===== src/rtl/uart_pkg.sv =====
`default_nettype none
// +----------------------------------------------------------------------------+
// | Module   : uart_pkg                                                        |
// | Purpose  : Shared constants and launch-FSM state encoding for the UART     |
// |            transmit feeder.                                                |
// | Revision : 1.0                                                             |
// +----------------------------------------------------------------------------+
package uart_pkg;

    localparam int BYTE_W = 8;

    typedef logic [1:0] fsm_state_t;

    localparam logic [1:0] F_IDLE      = 2'b00;
    localparam logic [1:0] F_LAUNCH    = 2'b01;
    localparam logic [1:0] F_WAIT_BUSY = 2'b10;
    localparam logic [1:0] F_WAIT_FREE = 2'b11;

endpackage
`default_nettype wire


===== src/rtl/uart_tx_feeder_sync_fifo.sv =====
`default_nettype none
// +----------------------------------------------------------------------------+
// | Module   : sync_fifo                                                       |
// | Purpose  : Single-clock FIFO with wrap-bit pointers, flush and level.      |
// | Revision : 1.0                                                             |
// +----------------------------------------------------------------------------+
module sync_fifo #(
    parameter int DEPTH = 16,
    parameter int WIDTH = 8,
    parameter int AW    = $clog2(DEPTH)
) (
    input  logic             clk,
    input  logic             rst_n,
    input  logic             push,
    input  logic [WIDTH-1:0] wdata,
    input  logic             pop,
    input  logic             flush,
    output logic [WIDTH-1:0] rdata,
    output logic             full,
    output logic             empty,
    output logic [AW:0]      level
);

    localparam logic [AW:0] C_PTR_ONE = {{AW{1'b0}}, 1'b1};

    logic [WIDTH-1:0] r_mem [DEPTH];
    logic [AW:0]      r_wr_ptr;
    logic [AW:0]      r_rd_ptr;
    logic             w_push;
    logic             w_pop;

    // Flush takes priority: it discards both a same-cycle push and pop.
    assign w_push = push && !full && !flush;
    assign w_pop  = pop && !empty && !flush;

    assign full  = (r_wr_ptr[AW] != r_rd_ptr[AW]) &&
                   (r_wr_ptr[AW-1:0] == r_rd_ptr[AW-1:0]);
    assign empty = (r_wr_ptr == r_rd_ptr);
    assign level = r_wr_ptr - r_rd_ptr;
    assign rdata = r_mem[r_rd_ptr[AW-1:0]];

    always_ff @(posedge clk or negedge rst_n) begin
        if (!rst_n) begin
            r_wr_ptr <= '0;
            r_rd_ptr <= '0;
        end else if (flush) begin
            r_rd_ptr <= r_wr_ptr;
        end else begin
            if (w_push) begin
                r_wr_ptr <= r_wr_ptr + C_PTR_ONE;
            end
            if (w_pop) begin
                r_rd_ptr <= r_rd_ptr + C_PTR_ONE;
            end
        end
    end

    always_ff @(posedge clk) begin
        if (w_push) begin
            r_mem[r_wr_ptr[AW-1:0]] <= wdata;
        end
    end

endmodule
`default_nettype wire


===== src/rtl/uart_tx_feeder.sv =====
`default_nettype none
// +----------------------------------------------------------------------------+
// | Module   : uart_tx_feeder                                                  |
// | Purpose  : Buffers bytes and launches them one at a time into the UART.    |
// | Revision : 1.0                                                             |
// +----------------------------------------------------------------------------+
module uart_tx_feeder
    import uart_pkg::*;
#(
    parameter int DEPTH = 16,
    parameter int AW    = $clog2(DEPTH)
) (
    input  logic              clk,
    input  logic              rst_n,
    input  logic [BYTE_W-1:0] in_data,
    input  logic              in_valid,
    output logic              in_ready,
    input  logic              flush,
    output logic              uart_transmit,
    output logic [BYTE_W-1:0] uart_tx_byte,
    input  logic              uart_tx_free,
    output logic [AW:0]       level,
    output logic              empty,
    output logic              full,
    output logic              idle
);

    logic [1:0]        r_state;
    logic              r_transmit;
    logic [BYTE_W-1:0] r_tx_byte;
    logic [BYTE_W-1:0] w_head;
    logic              w_launch;

    sync_fifo #(
        .DEPTH (DEPTH),
        .WIDTH (BYTE_W),
        .AW    (AW)
    ) u_fifo (
        .clk   (clk),
        .rst_n (rst_n),
        .push  (in_valid),
        .wdata (in_data),
        .pop   (w_launch),
        .flush (flush),
        .rdata (w_head),
        .full  (full),
        .empty (empty),
        .level (level)
    );

    // A flush in the same cycle suppresses the launch so no stale byte escapes.
    assign w_launch = (r_state == F_IDLE) && !empty && uart_tx_free && !flush;

    assign in_ready      = !full;
    assign uart_transmit = r_transmit;
    assign uart_tx_byte  = r_tx_byte;
    assign idle          = empty && (r_state == F_IDLE) && uart_tx_free;

    always_ff @(posedge clk or negedge rst_n) begin
        if (!rst_n) begin
            r_state    <= F_IDLE;
            r_transmit <= 1'b0;
            r_tx_byte  <= '0;
        end else begin
            case (r_state)
                F_IDLE: begin
                    if (w_launch) begin
                        r_tx_byte  <= w_head;
                        r_transmit <= 1'b1;
                        r_state    <= F_LAUNCH;
                    end
                end
                F_LAUNCH: begin
                    r_transmit <= 1'b0;
                    r_state    <= F_WAIT_BUSY;
                end
                // tx_free is still stale-high here until the UART reacts.
                F_WAIT_BUSY: begin
                    if (!uart_tx_free) begin
                        r_state <= F_WAIT_FREE;
                    end
                end
                F_WAIT_FREE: begin
                    if (uart_tx_free) begin
                        r_state <= F_IDLE;
                    end
                end
                default: begin
                    r_transmit <= 1'b0;
                    r_state    <= F_IDLE;
                end
            endcase
        end
    end

endmodule
`default_nettype wire


===== config.mk =====
export PLATFORM = sky130hd
export DESIGN_NAME = uart_tx_feeder
export DESIGN_NICKNAME = d
export VERILOG_FILES = /design/src/rtl/uart_pkg.sv /design/src/rtl/uart_tx_feeder_sync_fifo.sv /design/src/rtl/uart_tx_feeder.sv
export SDC_FILE = /design/constraint.sdc
export NUM_CORES = 1
export LEC_CHECK = 0
export BUFFER_PORTS_ARGS = -buffer_cell sky130_fd_sc_hd__buf_2
export CORE_ASPECT_RATIO = 0.7
export CORE_MARGIN = 2
export CORE_UTILIZATION = 44
export CTS_CLUSTER_SIZE = 30
export DETAILED_ROUTE_END_ITERATION = 10
export PLACE_DENSITY = 0.66
export SLEW_MARGIN = 20
export SYNTH_ARGS = -nofsm -noshare
export SYNTH_HDL_FRONTEND = slang
export SYNTH_HIERARCHICAL = 1
export SYNTH_SLANG_ARGS = --single-unit

===== constraint.sdc =====
create_clock -name clk -period 4.7 [get_ports clk]
set_input_delay 0.47 -clock clk [delete_from_list [all_inputs] [get_ports clk]]
set_output_delay 0.47 -clock clk [all_outputs]
set_load 0.03 [all_outputs]

==> impl_metrics.py <==
metrics = {
    "synthesis": {
        "synth_compound_area_share_pct": 4.449,
        "yosysUniqueCellTypes": 42,
        "ys_warn_count": 6,
        "synth_top_family_by_area": "multiplexers",
        "ys_seq_area_share_pct": 69.98,
        "synthMuxAreaShare_pct": 15.03,
        "syn-num-nets": 372,
        "synthXorXnorAreaFrac_pct": 1.944,
        "netlist_instances": 345,
        "yosys_register_bits": 149,
        "synth_fa_ha_area_share_pct": 2.926,
        "synth_simple_gate_area_share_pct": 3.086,
        "avgSynthCellArea_um2": 18.10,
        "synth_area_um2": 6243,
    },
    "die": {
        "die_area_um2": 15170,
        "core_area_um2": 13870,
        "rows": 36,
        "io_pins": 31,
        "die_w_um": 146.4,
        "start_util_pct": 45.00,
        "fp.dieH_um": 103.7,
    },
    "layout": {
        "layout_common_cells": "edfxtp_1, buf_2, mux2i_1",
        "multi_input_area_um2": 1718,
        "regArea_um2": 4370,
        "num-nets-final": 408,
        "finish.instance_area_um2": 7133,
        "num_antenna_cells": 0,
        "post-route-util_pct": 51.42,
        "fill_cells": 1153,
        "drive_gt1_share_pct": 26.90,
        "fin_cells": 584,
        "final_common_cell": "edfxtp_1",
        "syn2layout_area_growth_pct": 14.25,
    },
    "sta": {
        "setup_violations": 0,
        "rsz0062_at_grt": "no",
        "min_period_ns": 3.543,
        "worst_pin_slew_ns": 1.002,
        "fmax_mhz": 282.3,
        "finalWorstSetupSlack_ns": 1.157,
        "fin_crit_sh_pct": 75.38,
        "hold_viol": 0,
        "skew_ns": 0.006945,
        "slew_violations": 0,
        "relSlewSlack_pct": 32.70,
        "setup_tns_ns": 0,
    },
    "placement": {
        "gp_congestion": 0.8237,
        "dp.cells": 552,
        "placed_cell_area_um2": 6546,
        "dp_worst_setup_slack_ns": 1.126,
        "hpwl_um": 8461,
        "portBuffers": 30,
    },
    "power": {
        "ir_drop_mv": 0.3445,
        "power.share.combinational_pct": 34.2,
        "p_sw_mw": 1.635,
        "powerDensity_nw_per_um2": 653.7,
        "p_leak_nw": 2.498,
        "internal_power_mw": 3.028,
        "p_clk_share_pct": 28.0,
        "switching_share_pct": 35.07,
        "seq_power_share_pct": 37.7,
    },
    "detailed_routing": {
        "drtPass1Iterations": 5,
        "wl_per_cell_um": 21.92,
        "drc": 0,
        "vias": 3228,
        "wirelength_um": 12800,
        "drtIter0Drc": 279,
        "ant_nets": 0,
        "via_per_inst": 5.527,
    },
    "cts": {
        "post_cts_resized": 0,
        "cts_max_level": 4,
        "clock_sinks": 149,
        "post_cts_buffers": 0,
        "clk_pin_slew_ns": 0.06,
        "cts_tree": "built",
        "ctsHoldBuffers": 0,
        "numCtsBuffers": 17,
        "clk_latency_ns": 0.41,
        "root_buffer": "clkbuf_16",
        "clockBufferDepth": 2,
    },
    "critical_path": {
        "arrival_ns": 3.57,
        "path_max_fanout": 20,
        "worstPathRequired_ns": 4.73,
        "crit_path_top_delay_cell": "dfrtp_1",
        "end_kind": "register",
        "r2r_cells": 6,
        "criticalPathCategory": "reg2reg",
        "cp_cell_sequence": "inv_1 > ha_1 > and4_1 > a21oi_2 > nand2_1 > nor3_1",
        "critPathLaunchType": "register",
        "slowest_delay_ns": 1.00,
    },
    "run": {
        "drv_cap": 0,
    },
    "worst_hold_path": {
        "min_path_type": "in2async",
    },
    "grt": {
        "antenna_found_initial": 0,
        "grt_max_degree": 44,
        "gr-total-overflow": 0,
        "gr-usage-all-layers_pct": 17.85,
        "grt_pass1_wl_um": 19740,
        "grt_pass1_vias": 3221,
    },
    "outcome": {
        "outcome": "finished clean",
    },
}
-- final cells by class --
type	count	share of cell area [%]
Sequential cell	149	61.27
Multi-Input combinational cell	167	24.08
Clock buffer	28	7.718
Tap cell	190	3.333
Timing Repair Buffer	34	2.526
Inverter	12	0.6315
Clock inverter	4	0.4385
-- kinds of logic (layout without fill, tap and decap cells) --
logic type	after synthesis	after routing
flops	149	149
mux	62	62
compound gates	41	41
simple gates	37	37
buf+inv	29	78
fa+ha+maj	14	14
xor+xnor	13	13
-- worst max-delay path, delay by kind of cell, from the launching register on --
kind | cells | cell delay [ns]
simple gates | 3 | 1.24
flops | 1 | 1.00
fa+ha+maj | 1 | 0.40
compound gates | 1 | 0.31
buf+inv | 1 | 0.20
-- through the flow --
| stage | power [mW] | hold WS, ns |
|---|---|---|
| after floorplan | 2.965 | 0.1744 |
| after global placement | 3.360 | 0.4669 |
| after detailed placement | 3.384 | 0.4727 |
| after CTS | 4.691 | 0.03071 |
| after global routing | 4.896 | 0.05481 |
| final | 4.663 | 0.02730 |
-- synth_stat cells (all sizes together) --
cell	number	area, um^2
inv	12	45.04
o211ai	1	7.510
dfrtp	21	525.5
o32a	1	11.26
mux4	24	540.5
nor3	4	20.02
a21oi	4	23.77
a211o	1	8.760
nand4	3	18.77
nand2	7	26.28
clkbuf	2	7.510
fa	1	20.02
mux2i	27	270.3
o21a	2	15.01
buf	15	108.9
ha	13	162.7
xor2	5	51.30
nor2b	1	6.260
nand2b	3	18.77
a21o	2	15.01
nor2	14	55.06
xnor2	8	70.07
a221oi	8	76.32
o21ai	21	105.1
mux2	11	127.6
and2b	1	8.760
o2111ai	1	15.01
and4	1	8.760
edfxtp	128	3844
and2	1	6.260
and4bb	1	16.27
and3	1	7.510
-- routing by layer --
metal / wire, um / global-route usage, % / vias to the layer above
met2: 5597 / 24.53 / 103
met5: 0 / 0 / -
met4: 87 / 4.646 / 0
met1: 6251 / 28.40 / 1692
li1: - / - / 1423
met3: 864 / 4.361 / 10
-- power groups by stage --
| stage | registers (mW) | clock network (mW) | logic [mW] |
|---|---|---|---|
| after floorplan | 1.76 | 0 | 1.21 |
| after global placement | 1.77 | 0 | 1.59 |
| after detailed placement | 1.78 | 0 | 1.60 |
| after CTS | 1.76 | 1.33 | 1.60 |
| after global routing | 1.78 | 1.39 | 1.73 |
| final | 1.76 | 1.31 | 1.60 |
-- state kept, by name, summed over array words and instances, names as in the netlist --
name,flops
r_state,2
u_fifo/r_mem,128
u_fifo/r_rd_ptr,5
u_fifo/r_wr_ptr,5
uart_transmit,1
uart_tx_byte,8
-- path summary, 6_finish.rpt --
kind	start	end	slack, ns
worst min register to register	uart_transmit	uart_transmit	0.49
worst max register to register	u_fifo/r_rd_ptr[2]	u_fifo/r_mem[2][5]	1.16
worst min-delay path	rst_n	r_state[1]	0.03
min in group clk	flush	u_fifo/r_rd_ptr[2]	0.38
max in group asynchronous	rst_n	u_fifo/r_rd_ptr[0]	4.29
worst max-delay path	u_fifo/r_rd_ptr[2]	u_fifo/r_mem[2][5]	1.16
(Power assumes the default switching activity.)
